File: src/rtl/cuenta1_arb.sv
// Round-robin arbiter sharing one ones-counter among four requesters.
// Optional watchdog on the counter's fin handshake: define CUENTA1_ARB_TIMEOUT_EN.
module cuenta1_arb (
    input  logic        clk,
    input  logic        rst_n,
    input  logic [3:0]  req,
    input  logic [11:0] q_in,
    output logic [3:0]  gnt,
    output logic [2:0]  q_out,
    output logic        start_out,
    input  logic [3:0]  cuenta_in,
    input  logic        fin_in,
    output logic [3:0]  result,
    output logic [3:0]  done,
    output logic        busy,
    output logic        err
);

    typedef enum logic [1:0] {S_IDLE, S_LAUNCH, S_WAIT, S_DONE} state_t;

    state_t      state, state_nx;
    logic [1:0]  last_grant;
    logic [1:0]  win_idx;
    logic [1:0]  scan_idx;
    logic        win_found;
    logic [2:0]  win_q;
    logic        first_wait;
    logic        fin_accept;
    logic        timeout;

`ifdef CUENTA1_ARB_TIMEOUT_EN
    logic [4:0]  wait_cnt;
    logic        timed_out;
`endif

    // Round-robin search starting just after the last granted requester.
    // NOTE: every signal written here gets a default first, so no latch is inferred.
    always_comb begin
        win_found = 1'b0;
        win_idx   = last_grant;
        scan_idx  = last_grant;
        for (int k = 1; k <= 4; k++) begin
            scan_idx = last_grant + 2'(k);
            if (!win_found && req[scan_idx]) begin
                win_found = 1'b1;
                win_idx   = scan_idx;
            end
        end
        win_q = 3'd0;
        for (int i = 0; i < 4; i++) begin
            if (win_idx == 2'(i)) win_q = q_in[3*i +: 3];
        end
    end

    // The first WAIT cycle may still see fin from the previous operation.
    assign fin_accept = (state == S_WAIT) && !first_wait && fin_in;

`ifdef CUENTA1_ARB_TIMEOUT_EN
    assign timeout = (state == S_WAIT) && !fin_accept && (wait_cnt == 5'd15);
`else
    assign timeout = 1'b0;
`endif

    // NOTE: sequential state uses non-blocking assignments so every register samples pre-edge values.
    always_ff @(posedge clk or negedge rst_n) begin
        if (!rst_n) state <= S_IDLE;
        else        state <= state_nx;
    end

    always_comb begin
        state_nx = state;
        case (state)
            S_IDLE:   if (win_found) state_nx = S_LAUNCH;
            S_LAUNCH: state_nx = S_WAIT;
            S_WAIT:   if (fin_accept || timeout) state_nx = S_DONE;
            S_DONE:   state_nx = S_IDLE;
            default:  state_nx = S_IDLE;
        endcase
    end

    // NOTE: only control/data registers are reset; there is no memory array here.
    always_ff @(posedge clk or negedge rst_n) begin
        if (!rst_n) begin
            gnt        <= 4'd0;
            q_out      <= 3'd0;
            last_grant <= 2'd3;
            result     <= 4'd0;
            first_wait <= 1'b0;
`ifdef CUENTA1_ARB_TIMEOUT_EN
            wait_cnt   <= 5'd0;
            timed_out  <= 1'b0;
`endif
        end else begin
            case (state)
                S_IDLE: begin
                    if (win_found) begin
                        gnt        <= 4'b0001 << win_idx;
                        q_out      <= win_q;
                        last_grant <= win_idx;
                    end
                end
                S_LAUNCH: begin
                    first_wait <= 1'b1;
`ifdef CUENTA1_ARB_TIMEOUT_EN
                    wait_cnt   <= 5'd0;
`endif
                end
                S_WAIT: begin
                    first_wait <= 1'b0;
`ifdef CUENTA1_ARB_TIMEOUT_EN
                    wait_cnt   <= wait_cnt + 5'd1;
                    if (timeout) begin
                        result    <= 4'hF;
                        timed_out <= 1'b1;
                    end
`endif
                    if (fin_accept) result <= cuenta_in;
                end
                S_DONE: begin
                    gnt <= 4'd0;
`ifdef CUENTA1_ARB_TIMEOUT_EN
                    timed_out <= 1'b0;
`endif
                end
                default: ;
            endcase
        end
    end

    assign start_out = (state == S_LAUNCH);
    assign busy      = (state != S_IDLE);
    assign done      = (state == S_DONE) ? gnt : 4'd0;

`ifdef CUENTA1_ARB_TIMEOUT_EN
    assign err = (state == S_DONE) && timed_out;
`else
    assign err = 1'b0;
`endif

endmodule

File: config.mk
export PLATFORM = sky130hd
export DESIGN_NAME = cuenta1_arb
export DESIGN_NICKNAME = d
export VERILOG_FILES = /design/src/rtl/cuenta1_arb.sv
export SDC_FILE = /design/constraint.sdc
export NUM_CORES = 1
export LEC_CHECK = 0
export BUFFER_PORTS_ARGS = -buffer_cell sky130_fd_sc_hd__buf_2
export CORE_ASPECT_RATIO = 0.75
export CORE_MARGIN = 10
export CORE_UTILIZATION = 25
export DETAILED_ROUTE_END_ITERATION = 8
export PLACE_DENSITY = 0.57
export SYNTH_ARGS = -nofsm -noshare
export SYNTH_HDL_FRONTEND = slang
export SYNTH_SLANG_ARGS = --single-unit
export TNS_END_PERCENT = 10
File: constraint.sdc
create_clock -name clk -period 5.3 [get_ports clk]
set_input_delay 0.53 -clock clk [delete_from_list [all_inputs] [get_ports clk]]
set_output_delay 0.53 -clock clk [all_outputs]
set_load 0.05 [all_outputs]
Word-level counts from Yosys, hierarchy flattened
Index checks and enable logic that the tools add are counted.
Storage, ports and cells
  flip-flop bits (word level): 16
  input port bits: 23
  output and inout bits: 18
  logic and storage cells: 67
Cells by class
  $add $sub $neg: 3
  magnitude comparators: 4
  eq/ne operators: 8
  shift-type cells: 1
  multiplexer cells: 27
  reduce and logical (&&, ||, !) cells: 18
Operators by type and width (number)
  $lt 2x3->1 const B: 4
  $mux 2: 6
  $mux 3: 4
  $bmux 1 s2: 4
  $eq 2x2->1 const B: 4
  $mux 1: 8
  $mux 4: 2
  $pmux 2 s4: 1
  $pmux 4 s2: 1
  $reduce_and 2->1: 4
  $reduce_bool 2->1: 3
  $logic_and 1x1->1: 5
  $add 2x2->2 const B: 2
  $eq 2x1->1 const B: 2
  $logic_not 1->1: 4
  $logic_not 2->1: 2
  $ne 2x2->1 const B: 2
  $shl 1x2->4 const A: 1
  $add 2x1->2 const B: 1
  $pmux 1 s2: 1

Logic depth before layout (Yosys ltp)
  word-level depth: 18
  depth in mapped cells: 7
  gate-level depth less buffers: 7

Least setup slack after synthesis
Ideal clock, no wire load.
  kind: reg2reg
  from: reg state[0]
  to: reg q_out[0]
  library setup time: 0.127 ns
  arrival: 1.554 ns
  data required time: 5.173 ns
  setup slack: 3.619 ns
  stages on the path, launching flop included: 7
  buffers on the path: 0
  period minus slack after synthesis: 1.681 ns
  cells stage by stage: dfrtp_1 inv_1 ha_1 nand2_4 or4_4 a211oi_2 a211oi_1
On the way
  cells in the longest elaborated chain, start to end: 2
RTL lines
  start: declaration: line 21  | state_t state, state_nx;
  start signal: assignment: line 67  | else state <= state_nx;
  $logic_not 2->1: line 94  | case (state)
  $reduce_and 2->1 (no line)
  end signal: assignment: line 98  | q_out <= win_q;
  end: declaration: line 9  | output logic [2:0] q_out,
No other way between the ends.
A chain may end at the register's enable or synchronous reset.

Final worst setup path
  from: reg state[0]
  to: out done[2]
On the way
  cells in the longest elaborated chain, start to end: 2
RTL lines
  $eq 2x2->1: line 132  | assign done = (state == S_DONE) ? gnt : 4'd0;
  $mux 4: line 132
  end: declaration: line 14  | output logic [3:0] done,
No other way between the ends.

==> results.toml <==
[run_status]
status = "complete, no violations"

[floorplan]
pin_count = 41
die_area_sq_mm = 0.006742
core_area_sq_mm = 0.003685
die_w_microns = 91.54
rows = 19
die_h_microns = 73.66
start_util_pct = 26.04

[power]
ir_drop_uv = 347.0
pwr-share-clk_pct = 12.7
leakage_nw = 0.6152
seqPwrFrac_pct = 26.8
p_int_w = 0.0004133
combPwrFrac_pct = 60.6
swShare_pct = 52.09
switchingPower_w = 0.0004494
cellPowerDensity_mw_per_mm2 = 686.8

[critical_path]
worstPathMaxFanout = 9
start_kind = "flop"
cp_cell_sequence = "ha_1 -> and2_1 -> buf_2"
timing.rr.start = "last_grant[0]$_DFFE_PN1P_"
critPathArrivalTime_ns = 1.41
reg2reg_slack_ns = 3.40
critPathKind = "reg2out"
cp_slowest_cell = "dfrtp_1"
critPathMaxStageDelay_ns = 0.40
cp.depth = 3
crit_family = "flip-flops"
rr_worst_depth = 5
worstSetupEndpointType = "output port"
critPathBufInv = 1
timing.rr.end = "q_out[1]$_DFFE_PN0P_"
crit_required_ns = 4.77

[drt]
firstDrtPassIters = 4
drc = 0
routedWlPerCell_microns = 13.84
drt_iter0_markers = 62
drtAntennaViolNets = 0
viasPerCell = 4.516
wirelength_mm = 2.602
num_vias = 849

[timing]
fin_tns_setup_ns = 0
rsz0062_at_grt = "false"
finalCritPeriodShare_pct = 36.69
finalClockSkew_ns = 0.001741
slew_violations = 0
max_freq_ghz = 0.5142
period_needed_ns = 1.945
hold_violations = 0
setup_violations = 0
fin_ws_ns = 3.355

[final_layout]
final_util_pct = 34.09
diodes = 0
final_layout_size_suffix_gt1_share_pct = 46.32
fin_area_sq_mm = 0.001256
nets = 164
area_growth_pct = 30.90

[grt]
antenna_found_initial = 0
grt.total_usage_pct = 8.028
overflow = 0
grt_max_degree = 17
grt_pass1_vias = 953
grt_pass1_wl_mm = 4.485

[yosys]
synth-xor-area-share_pct = 0
synth.ff_latch_count = 16
synth_top_family_by_area = "simple AND/OR/NAND/NOR gates"
synth.avg_cell_area_sq_um = 10.10
synthCells = 95
synth_area_sq_um = 959.7
synth_cell_types = 33
ys_seq_area_share_pct = 41.98
synthAdderAreaFrac_pct = 5.215
yosysWarningCount = 0
synth.area.mux_share_pct = 8.866
synth_compound_gate_area_share_pct = 19.04
synth.net_count = 122
yosys.area_share.simple_pct = 20.60

[placed_design]
port_buffers = 39
gp_congestion = 0.8573
place_area_sq_mm = 0.001201
pre_cts_slack_ns = 3.325
dp_hpwl_mm = 2.229

[hold_path]
hold_class = "in2async"

[flow_run]
maxCapViolCount = 0

[cts]
clkSinkCount = 16
cts_tree = "built"
cts_resized = 0
cts_setup_buffers = 0
insertion_delay_ns = 0.25
postCtsHoldBufs = 0
htreeDepth = 1
path_clk_slew_ns = 0.06
clockBufferDepth = 2
cts_root_buf = "clkbuf_8"
cts_buffers = 3
==> power groups by stage <==
stage               combinational (W)  sequential (W)  clock [W]
floorplan                    0.000278        0.000368          0
global placement             0.000519        0.000229          0
detailed placement           0.000527        0.000233          0
CTS                          0.000528        0.000232   0.000113
global route                 0.000572        0.000242   0.000120
finish                       0.000523        0.000231   0.000109
==> sequential cells by signal, indices dropped and copies added, names as in the netlist <==
name        flops
state           2
gnt             4
last_grant      2
first_wait      1
q_out           3
result          4
==> cell usage in the layout, fill, tap and decap left out, drive strengths merged, types with 2 or more instances in the layout <==
cell type and n:
buf 39, dfrtp 14, o21ai 9, nand2 9, a211oi 6, nor2 5
inv 5, and2 5, mux2i 4, mux2 4, nor3 4, ha 4
clkbuf 4, a21oi 4, nand2b 3, or4 2, or2b 2, o31ai 2
dfstp 2
==> layout make-up <==
| cell class | instances | area, sq um |
|---|---|---|
| sequential | 16 | 402.9 |
| multi-input combinational | 72 | 519.2 |
| fill | 377 | 2429 |
| tap | 52 | 65.06 |
| clock buffer | 4 | 55.05 |
| inverter | 5 | 18.77 |
| timing repair buffer | 39 | 195.2 |
==> stage by stage <==
step	std cells	hold WS, ns	power, W
6_report	188	0.1878	0.0008627
5_1_grt	188	0.2059	0.0009344
4_1_cts	188	0.1965	0.0008732
3_5_place_dp	184	0.4695	0.0007607
3_3_place_gp	184	0.4584	0.0007483
2_1_floorplan	95	0.2344	0.0006454
==> kinds of logic (layout without fill, tap and decap cells) <==
family	Yosys count	count (layout)
simple gates	34	34
compound gates	25	25
flops	16	16
mux	8	8
buf+inv	7	48
fa+ha+maj	4	4
other cells	1	1
==> layer usage <==
layer  global-route usage [%]  vias up  wire length (microns)
li1                         -      418                      -
met1                    9.953      404                   1152
met2                    12.67       27                   1252
met3                    4.171        0                    197
met4                   0.5199        0                      0
met5                        0        -                      0
==> cells in the mapped netlist <==
master,number,share of area [%]
a211oi_1,3,2.3
a211oi_2,3,3.9
a21boi_2,1,1.2
a21o_2,1,0.91
a21oi_1,3,1.6
a21oi_2,1,0.91
and2_1,4,2.6
and2_4,1,0.91
buf_4,1,0.78
buf_6,1,1.2
conb_1,1,0.39
dfrtp_1,14,37
dfstp_2,2,5.5
ha_1,4,5.2
inv_1,4,1.6
inv_2,1,0.39
mux2_2,4,4.7
mux2i_1,4,4.2
nand2_1,8,3.1
nand2_4,1,1.2
nand2b_1,3,2.0
nand3_1,1,0.52
nand3b_1,1,0.78
nor2_1,5,2.0
nor3_1,4,2.1
o21ai_0,9,4.7
o22a_1,1,0.91
o31a_2,1,1.0
o31ai_1,2,1.6
or2_1,1,0.65
or2b_2,2,1.8
or3_1,1,0.65
or4_4,2,2.3
==> worst reg2reg max path: stages (launching register included) <==
cell,delay [ns]
dfstp_2,0.57
nand3b_1,0.20
inv_2,0.07
or3_1,0.55
mux2i_1,0.18
a211oi_1,0.25
==> worst max-delay path by stage <==
stage / start / slack, ns / end
2_1_floorplan: state[0]$_DFFE_PN0P_ / 3.62 / q_out[0]$_DFFE_PN0P_
3_3_place_gp: req[3] / 3.38 / q_out[2]$_DFFE_PN0P_
3_5_place_dp: req[3] / 3.33 / q_out[1]$_DFFE_PN0P_
4_1_cts: state[0]$_DFFE_PN0P_ / 3.34 / done[2]
5_1_grt: state[0]$_DFFE_PN0P_ / 3.25 / done[1]
6_report: state[0]$_DFFE_PN0P_ / 3.36 / done[2]
Power figures use the tool's default switching activity.
